**src/rtl/interrupt_sequencer.sv**
```systemverilog
// Interrupt entry/return sequencer: pushes return PC, fetches vector, pops on RTI.
// Ports: clk, rst (async high), int_req/rti_req/mem_busy requests, pc_in/sp_in
//   context, mem_* data-memory master, stall/flush/int_ack pipeline control,
//   pc_load/pc_out fetch redirect, sp_we/sp_out stack pointer update.
module interrupt_sequencer #(
  parameter logic [15:0] VEC_ADDR = 16'h0000
) (
  input  logic        clk,
  input  logic        rst,
  input  logic        int_req,
  input  logic        rti_req,
  input  logic        mem_busy,
  input  logic [31:0] pc_in,
  input  logic [15:0] sp_in,
  input  logic [15:0] mem_rdata,
  output logic [15:0] mem_addr,
  output logic [15:0] mem_wdata,
  output logic        mem_we,
  output logic        mem_re,
  output logic        stall,
  output logic        flush,
  output logic        int_ack,
  output logic        pc_load,
  output logic [31:0] pc_out,
  output logic        sp_we,
  output logic [15:0] sp_out
);

  typedef enum logic [3:0] {
    IDLE,
    PUSH_HI,
    PUSH_LO,
    VEC_HI,
    VEC_LO,
    VEC_DONE,
    POP_LO,
    POP_HI,
    POP_DONE
  } state_t;

  localparam logic [15:0] VEC_ADDR_LO = VEC_ADDR + 16'd1;

  state_t      state_q, state_d;
  logic        pend_q, pend_d;
  logic [31:0] ret_pc_q, ret_pc_d;
  logic [15:0] sp_q, sp_d;
  logic [31:0] pc_q, pc_d;

  logic [15:0] addr_c;
  logic [15:0] wdata_c;
  logic        we_c;
  logic        re_c;
  logic        stall_c;
  logic        flush_c;
  logic        ack_c;
  logic        load_c;
  logic [31:0] pc_out_c;
  logic        sp_we_c;
  logic [15:0] sp_out_c;

  always_ff @(posedge clk or posedge rst) begin
    if (rst) begin
      state_q  <= IDLE;
      pend_q   <= 1'b0;
      ret_pc_q <= 32'h0;
      sp_q     <= 16'h0;
      pc_q     <= 32'h0;
    end else begin
      state_q  <= state_d;
      pend_q   <= pend_d;
      ret_pc_q <= ret_pc_d;
      sp_q     <= sp_d;
      pc_q     <= pc_d;
    end
  end

  always_comb begin
    state_d  = state_q;
    pend_d   = pend_q | int_req;
    ret_pc_d = ret_pc_q;
    sp_d     = sp_q;
    pc_d     = pc_q;
    addr_c   = 16'h0;
    wdata_c  = 16'h0;
    we_c     = 1'b0;
    re_c     = 1'b0;
    stall_c  = 1'b1;
    flush_c  = 1'b0;
    ack_c    = 1'b0;
    load_c   = 1'b0;
    pc_out_c = pc_q;
    sp_we_c  = 1'b0;
    sp_out_c = 16'h0;

    unique case (state_q)
      IDLE: begin
        stall_c = 1'b0;
        // RTI has priority; a coincident interrupt stays pending.
        if (rti_req && !mem_busy) begin
          state_d = POP_LO;
          sp_d    = sp_in;
          flush_c = 1'b1;
          stall_c = 1'b1;
        end else if ((pend_q || int_req) && !mem_busy) begin
          state_d  = PUSH_HI;
          ret_pc_d = pc_in;
          sp_d     = sp_in;
          pend_d   = 1'b0;
          ack_c    = 1'b1;
          flush_c  = 1'b1;
          stall_c  = 1'b1;
        end
      end
      PUSH_HI: begin
        we_c    = 1'b1;
        addr_c  = sp_q;
        wdata_c = ret_pc_q[31:16];
        sp_d    = sp_q - 16'd1;
        state_d = PUSH_LO;
      end
      PUSH_LO: begin
        we_c    = 1'b1;
        addr_c  = sp_q;
        wdata_c = ret_pc_q[15:0];
        sp_d    = sp_q - 16'd1;
        state_d = VEC_HI;
      end
      VEC_HI: begin
        re_c    = 1'b1;
        addr_c  = VEC_ADDR;
        state_d = VEC_LO;
      end
      VEC_LO: begin
        re_c        = 1'b1;
        addr_c      = VEC_ADDR_LO;
        pc_d[31:16] = mem_rdata;
        state_d     = VEC_DONE;
      end
      VEC_DONE: begin
        // Low half arrives this cycle; forward it so pc_out is whole with pc_load.
        pc_d[15:0] = mem_rdata;
        pc_out_c   = {pc_q[31:16], mem_rdata};
        load_c     = 1'b1;
        sp_we_c    = 1'b1;
        sp_out_c   = sp_q;
        state_d    = IDLE;
      end
      POP_LO: begin
        re_c    = 1'b1;
        addr_c  = sp_q + 16'd1;
        state_d = POP_HI;
      end
      POP_HI: begin
        re_c       = 1'b1;
        addr_c     = sp_q + 16'd2;
        pc_d[15:0] = mem_rdata;
        state_d    = POP_DONE;
      end
      POP_DONE: begin
        pc_d[31:16] = mem_rdata;
        pc_out_c    = {mem_rdata, pc_q[15:0]};
        load_c      = 1'b1;
        sp_we_c     = 1'b1;
        sp_out_c    = sp_q + 16'd2;
        state_d     = IDLE;
      end
      default: begin
        state_d = IDLE;
      end
    endcase
  end

  // Outputs are forced low while rst is held, even though IDLE decodes inputs.
  assign mem_addr  = rst ? 16'h0 : addr_c;
  assign mem_wdata = rst ? 16'h0 : wdata_c;
  assign mem_we    = rst ? 1'b0 : we_c;
  assign mem_re    = rst ? 1'b0 : re_c;
  assign stall     = rst ? 1'b0 : stall_c;
  assign flush     = rst ? 1'b0 : flush_c;
  assign int_ack   = rst ? 1'b0 : ack_c;
  assign pc_load   = rst ? 1'b0 : load_c;
  assign pc_out    = rst ? 32'h0 : pc_out_c;
  assign sp_we     = rst ? 1'b0 : sp_we_c;
  assign sp_out    = rst ? 16'h0 : sp_out_c;

endmodule

```
**config.mk**
```make
export PLATFORM = sky130hd
export DESIGN_NAME = interrupt_sequencer
export DESIGN_NICKNAME = d
export VERILOG_FILES = /design/src/rtl/interrupt_sequencer.sv
export SDC_FILE = /design/constraint.sdc
export NUM_CORES = 1
export LEC_CHECK = 0
export ABC_AREA = 1
export CELL_PAD_IN_SITES_DETAIL_PLACEMENT = 0
export CELL_PAD_IN_SITES_GLOBAL_PLACEMENT = 1
export CORE_ASPECT_RATIO = 0.7
export CORE_MARGIN = 5
export CORE_UTILIZATION = 34
export DETAILED_ROUTE_END_ITERATION = 8
export PLACE_DENSITY_LB_ADDON = 0.15
export SLEW_MARGIN = 0
export SYNTH_ARGS = -nofsm -noshare
export SYNTH_HDL_FRONTEND = slang
export SYNTH_SLANG_ARGS = --single-unit
export TNS_END_PERCENT = 10
```
**constraint.sdc**
```tcl
create_clock -name clk -period 1.8 [get_ports clk]
set_input_delay 0.27 -clock clk [delete_from_list [all_inputs] [get_ports clk]]
set_output_delay 0.27 -clock clk [all_outputs]
set_load 0.01 [all_outputs]
```
==> results.sh, run 1 <==
export IMPL_status="finished, violations left"
export IMPL_violations="negative setup slack"
export IMPL_dieArea_sq_um=19690
export IMPL_portBuffers=155
export IMPL_fill_cells=1660
export IMPL_wl_per_cell_um=15.78
export IMPL_coreArea_sq_um=16490
export IMPL_placed_cells=1358
export IMPL_regArea_sq_um=2135
export IMPL_max_freq_mhz=448.1
export IMPL_rsz0062_at_grt="true"
export IMPL_fin_crit_sh_pct=124.0
export IMPL_peakVddDrop_uv=798.6
export IMPL_grt_ovfl_total=0
export IMPL_fin_area_sq_um=9535
export IMPL_hp_class="in -> async"
export IMPL_p_leak_uw=0.004501
export IMPL_place_congestion=0.9519
export IMPL_areaGrowthSynthToFinish_pct=65.49
export IMPL_timing_hold_ws_ps=77.70
export IMPL_cts_htree_levels=3
export IMPL_clockBufferDepth=2
export IMPL_gr_usage_all_layers_pct=22.18
export IMPL_syn_nets=944
export IMPL_first_iter_violations=535
export IMPL_cp_max_fo=3
export IMPL_finalPower_uw=15620
export IMPL_multi_input_area_sq_um=3443
export IMPL_async_flop_share_pct=100.0
export IMPL_fin_ws_ps=-431.4
export IMPL_ys_types=33
export IMPL_dr_pass1_iters=5
export IMPL_power_density_nw_per_um2=1638
export IMPL_synth_ff_type="dfrtp_1"
export IMPL_final_nets=1236
export IMPL_period_needed_ps=2231
export IMPL_post_route_util_pct=57.81
export IMPL_drc=0
export IMPL_cp_startpoint="sp_q[2]$_DFFE_PP0P_"
export IMPL_wirelength_mm=21.95
export IMPL_finalHoldViolCount=0
export IMPL_grt_pass1_wl_mm=34.86
export IMPL_antenna_found_initial=0
export IMPL_crit_required_ps=1530
export IMPL_first_global_vias=6398
export IMPL_hpwl_mm=16.17
export IMPL_clkSinkCount=85
export IMPL_grt_start_max_net_pins=36
export IMPL_synth_edf_count=0
export IMPL_ant_nets=0
export IMPL_clockRootBuffer="clkbuf_16"
export IMPL_synth_area_sq_um=5762
export IMPL_num_rows=39
export IMPL_antenna_cells=0
export IMPL_placed_area_sq_um=8690
export IMPL_synthTopCellsByCount="204 x nand2_1, 126 x inv_1, 106 x o21ai_0, 91 x nor2_1, 85 x dfrtp_1"
export IMPL_arrival_ps=1960
export IMPL_max_cap_viol_count=0
export IMPL_synth_top_area_share_pct=36.92
export IMPL_synth_most_common_cell="nand2_1"
export IMPL_start_util_pct=34.93
export IMPL_instances_no_fill=1391
export IMPL_final_setup_skew_ps=7.894
export IMPL_yosysTopAreaCell="dfrtp_1"
export IMPL_start_kind="flop"
export IMPL_synth_area_leaders="dfrtp_1 37%, nand2_1 13%, o21ai_0 9.2%, inv_1 8.2%, nor2_1 5.9%"
export IMPL_yosysSeqAreaShare_pct=36.92
export IMPL_worst_pin_slew_ps=548.0
export IMPL_vias=6732
export IMPL_cts_clk_slew_worst_paths_ps=70
export IMPL_via_per_inst=4.840
export IMPL_ios=156
export IMPL_numCtsBuffers=9
export IMPL_dieWidth_um=165.6
export IMPL_rr_startpoint="sp_q[0]$_DFFE_PP0P_"
export IMPL_avgSynthCellArea_sq_um=6.623
export IMPL_yosysWarnings=0
export IMPL_clk_latency_ps=340
export IMPL_drive_gt1_share_pct=37.31
export IMPL_max_slew_margin_pct=63.35
export IMPL_synth_seq_cells=85
export IMPL_die_height_um=118.9
export IMPL_worstSetupPathType="reg -> out"
export IMPL_slew_violations=0
export IMPL_cts_tree="built"
export IMPL_critPathCaptureType="primary output"
export IMPL_netlist_instances=870
export IMPL_setup_viol=87
==> routing by layer <==
layer,part of all wire (%),up-vias,global-route usage [%],wire length (um)
met2,41,228,30.66,8897
met3,8.7,25,4.765,1914
li1,-,3373,-,-
met1,50,3106,35.18,10880
met4,1.2,0,4.534,255
met5,0,-,0,0
==> placed cells by master (no fill, tap or decap), types with 3 or more instances in the layout <==
cell type,n
o21ai_0,62
nand2_1,180
o211ai_1,7
nand3_2,14
nor2_1,68
a31oi_1,4
nand2_2,21
clkbuf_2,5
dfrtp_1,79
clkdlybuf4s15_2,13
o22ai_1,19
mux2_2,7
nor3_1,5
o21ai_2,18
buf_2,66
clkinvlp_4,3
nand3_1,43
nand3_4,5
nand3b_1,3
clkbuf_16,9
inv_2,14
nor2_2,13
clkdlybuf4s50_1,67
buf_6,24
xor2_1,5
nor2_4,17
dfrtp_2,6
nand2_4,6
a21oi_2,18
inv_1,112
o21ai_1,29
buf_4,136
buf_12,17
inv_4,4
a21oi_1,35
nand4_1,5
==> report_power, final <==
part | switching [uW] | internal (uW) | leakage, uW
Combinational | 5650 | 4520 | 0.00333
Sequential | 497 | 2880 | 0.00102
Clock | 840 | 1220 | 0.000150
Total | 6990 | 8630 | 0.00450
==> area by class of cell <==
| class | count | area share [%] |
|---|---|---|
| Clock inverter | 6 | 0.9972 |
| Sequential cell | 85 | 22.39 |
| Inverter | 133 | 5.485 |
| Tap cell | 225 | 2.952 |
| Multi-Input combinational cell | 602 | 36.11 |
| Clock buffer | 9 | 2.362 |
| Timing Repair Buffer | 331 | 29.71 |
==> cell families after synthesis <==
logic type | share of synthesized area (%)
mux | 1.368
flops | 36.92
fa+ha+maj | 1.086
xor+xnor | 1.064
buf+inv | 13.29
simple gates | 28.03
compound gates | 18.24
==> through the flow <==
stage	setup TNS (ps)	setup slack, ps
finish	-18680	-431.4
global route	-29380	-587.6
CTS	-23320	-394.6
detailed placement	-29980	-543.5
global placement	-29950	-526.4
floorplan	0	19.03
==> worst max-delay path: stages, from the launching register on <==
cell and delay [ps]:
dfrtp_1 380, ha_2 230, nand2_4 70, buf_6 130, nor2_4 140, inv_2 70, o21ai_2 170, nand3_1 110
nand3b_1 100, nand2_1 60, inv_1 40, buf_2 110
==> final timing paths <==
kind	to	slack [ps]	cells past startpoint
setup reg to reg	sp_q[12]$_DFFE_PP0P_	0	11
max in group asynchronous	pc_q[12]$_DFFE_PP0P_	700	4
hold / removal	pc_q[5]$_DFFE_PP0P_	80	4
setup / recovery	mem_addr[13]	-430	11
min in group clk	ret_pc_q[15]$_DFFE_PP0P_	480	3
hold reg to reg	pc_q[15]$_DFFE_PP0P_	510	1
==> sequential cells by signal (all words and copies together), names as in the netlist <==
register and flops:
pc_q 32, pend_q 1, ret_pc_q 32, sp_q 16, state_q 4
==> timing repair <==
action                                  in CTS  in global routing
hold buffers                                 2                  0
pin swaps                                   33                 35
hold endpoints to repair                    19                  0
buffers inserted                            10                  6
gates resized for setup                    386                182
endpoints found under the setup margin      95                106
Power figures use the tool's default switching activity.
==> run 2: changes to the inputs <==
--- a/config.mk
+++ b/config.mk
@@ -12,6 +12,7 @@
 export CORE_MARGIN = 5
 export CORE_UTILIZATION = 34
 export DETAILED_ROUTE_END_ITERATION = 8
+export MAX_ROUTING_LAYER = met4
 export PLACE_DENSITY_LB_ADDON = 0.15
 export SLEW_MARGIN = 0
 export SYNTH_ARGS = -nofsm -noshare
==> results.sh, run 2 (synthesis results as in run 1) <==
export IMPL_coreArea_sq_um=16490
export IMPL_arrival_ps=1910
export IMPL_gr_usage_all_layers_pct=23.25
export IMPL_place_congestion=0.9634
export IMPL_peakVddDrop_uv=671.9
export IMPL_internal_power_uw=8526
export IMPL_wl_per_cell_um=15.92
export IMPL_grt_ovfl_total=0
export IMPL_cts_htree_levels=3
export IMPL_max_freq_mhz=457.7
export IMPL_p_comb_share_pct=65.9
export IMPL_wirelength_mm=22.16
export IMPL_ios=156
export IMPL_post_route_util_pct=57.87
export IMPL_clk_latency_ps=350
export IMPL_critPathMaxStageDelay_ps=420
export IMPL_dieArea_sq_um=19690
export IMPL_ant_nets=0
export IMPL_hp_class="in -> async"
export IMPL_clkSinkCount=85
export IMPL_worstSetupPathType="reg -> out"
export IMPL_final_common_cell="nand2_1"
export IMPL_reg_top3="pc_q x32, ret_pc_q x32, sp_q x16"
export IMPL_setup_viol=91
export IMPL_mostFrequentLayoutCells="177 x nand2_1, 136 x buf_4, 113 x inv_1, 81 x dfrtp_1, 70 x buf_2"
export IMPL_dr_pass1_iters=5
export IMPL_vias=6759
export IMPL_p_switching_uw=7050
export IMPL_finalHoldViolCount=0
export IMPL_num_rows=39
export IMPL_worst_pin_slew_ps=419.8
export IMPL_drc=0
export IMPL_path_buf_inv=1
export IMPL_period_needed_ps=2185
export IMPL_switching_share_pct=45.26
export IMPL_start_util_pct=34.93
export IMPL_via_per_inst=4.856
export IMPL_r2r_setup_slack_ps=-50
export IMPL_dieWidth_um=165.6
export IMPL_final_setup_skew_ps=10.08
export IMPL_pwr_share_clk_pct=12.5
export IMPL_finalPower_uw=15580
export IMPL_crit_required_ps=1530
export IMPL_first_global_vias=6714
export IMPL_cp_max_fo=4
export IMPL_power_density_nw_per_um2=1632
export IMPL_clockRootBuffer="clkbuf_16"
export IMPL_fin_crit_sh_pct=121.4
export IMPL_numCtsBuffers=9
export IMPL_violations="negative setup slack"
export IMPL_final_nets=1236
export IMPL_critPathCaptureType="primary output"
export IMPL_grt_pass1_wl_mm=35.52
export IMPL_status="finished, violations left"
export IMPL_timing_hold_ws_ps=79.41
export IMPL_drive_gt1_share_pct=38.65
export IMPL_rsz0062_at_grt="true"
export IMPL_portBuffers=155
export IMPL_hpwl_mm=16.38
export IMPL_grt_start_max_net_pins=44
export IMPL_cts_clk_slew_worst_paths_ps=70
export IMPL_antenna_found_initial=0
export IMPL_path_cells="ha_4, nand2_4, nor2_4, nand2_2, o21ai_2, nand3_1, a21oi_2, clkdlybuf4s15_2"
export IMPL_seq_power_share_pct=21.6
export IMPL_placed_cells=1361
export IMPL_max_cap_viol_count=0
export IMPL_instances_no_fill=1392
export IMPL_antenna_cells=0
export IMPL_post_place_ws_ps=-520.2
export IMPL_first_iter_violations=511
export IMPL_die_height_um=118.9
export IMPL_cts_tree="built"
export IMPL_areaGrowthSynthToFinish_pct=65.65
export IMPL_max_slew_margin_pct=71.92
export IMPL_clockBufferDepth=2
export IMPL_p_leak_uw=0.004495
export IMPL_fin_ws_ps=-384.9
export IMPL_slew_violations=0
export IMPL_start_kind="flop"
export IMPL_crit_slowest_cell="dfrtp_1"
export IMPL_cp_top_family="simple AND/OR/NAND/NOR gates"
[run 2: worst paths after layout]
| kind | from | endpoint | depth (start not counted) |
|---|---|---|---|
| worst max-delay path | sp_q[2]$_DFFE_PP0P_ | sp_out[11] | 8 |
| worst min-delay path | rst | pc_q[8]$_DFFE_PP0P_ | 4 |
| worst max register to register | sp_q[1]$_DFFE_PP0P_ | sp_q[12]$_DFFE_PP0P_ | 12 |
| worst min register to register | pc_q[12]$_DFFE_PP0P_ | pc_q[12]$_DFFE_PP0P_ | 1 |
| max in group asynchronous | rst | pc_q[7]$_DFFE_PP0P_ | 4 |
| min in group clk | pc_in[15] | ret_pc_q[15]$_DFFE_PP0P_ | 3 |
[run 2: routing by layer]
layer	global-route usage (%)	up-vias	routed length (um)
met5	-	-	0
met4	4.946	0	213
met3	5.490	25	1687
met2	32.44	214	9199
met1	34.23	3138	11060
li1	-	3382	-
[run 2: power groups by stage]
stage	registers [uW]	clock network (uW)	logic (uW)
3_3_place_gp	3290	0	9210
6_report	3360	1950	10300
5_1_grt	3460	2090	11300
4_1_cts	3340	2000	9790
3_5_place_dp	3330	0	9260
2_1_floorplan	3190	0	4830
[run 2: what timing repair did]
action	4_1_cts	5_1_grt
setup endpoints to repair	94	124
setup buffers	11	3
hold endpoints to repair	16	0
hold buffers	2	0
pin swaps	41	35
resized for setup	451	132
[run 2: final cells by class]
class	instances	area, sq um
Fill cell	1674	6949
Multi-Input combinational cell	602	3490
Timing Repair Buffer	331	2819
Sequential cell	85	2132
Inverter	133	516.7
Tap cell	225	281.5
Clock buffer	9	225.2
Clock inverter	7	80.08
[run 2: metrics by stage]
step / cell area (sq um) / TNS [ps]
finish: 9544 / -19190
global route: 9544 / -29940
CTS: 9324 / -22710
detailed placement: 8687 / -28690
global placement: 8687 / -28590
floorplan: 5762 / 0
[run 2: worst min-delay path, delay by kind of cell]
kind / cells / cell delay, ps
buffers and inverters: 4 / 460
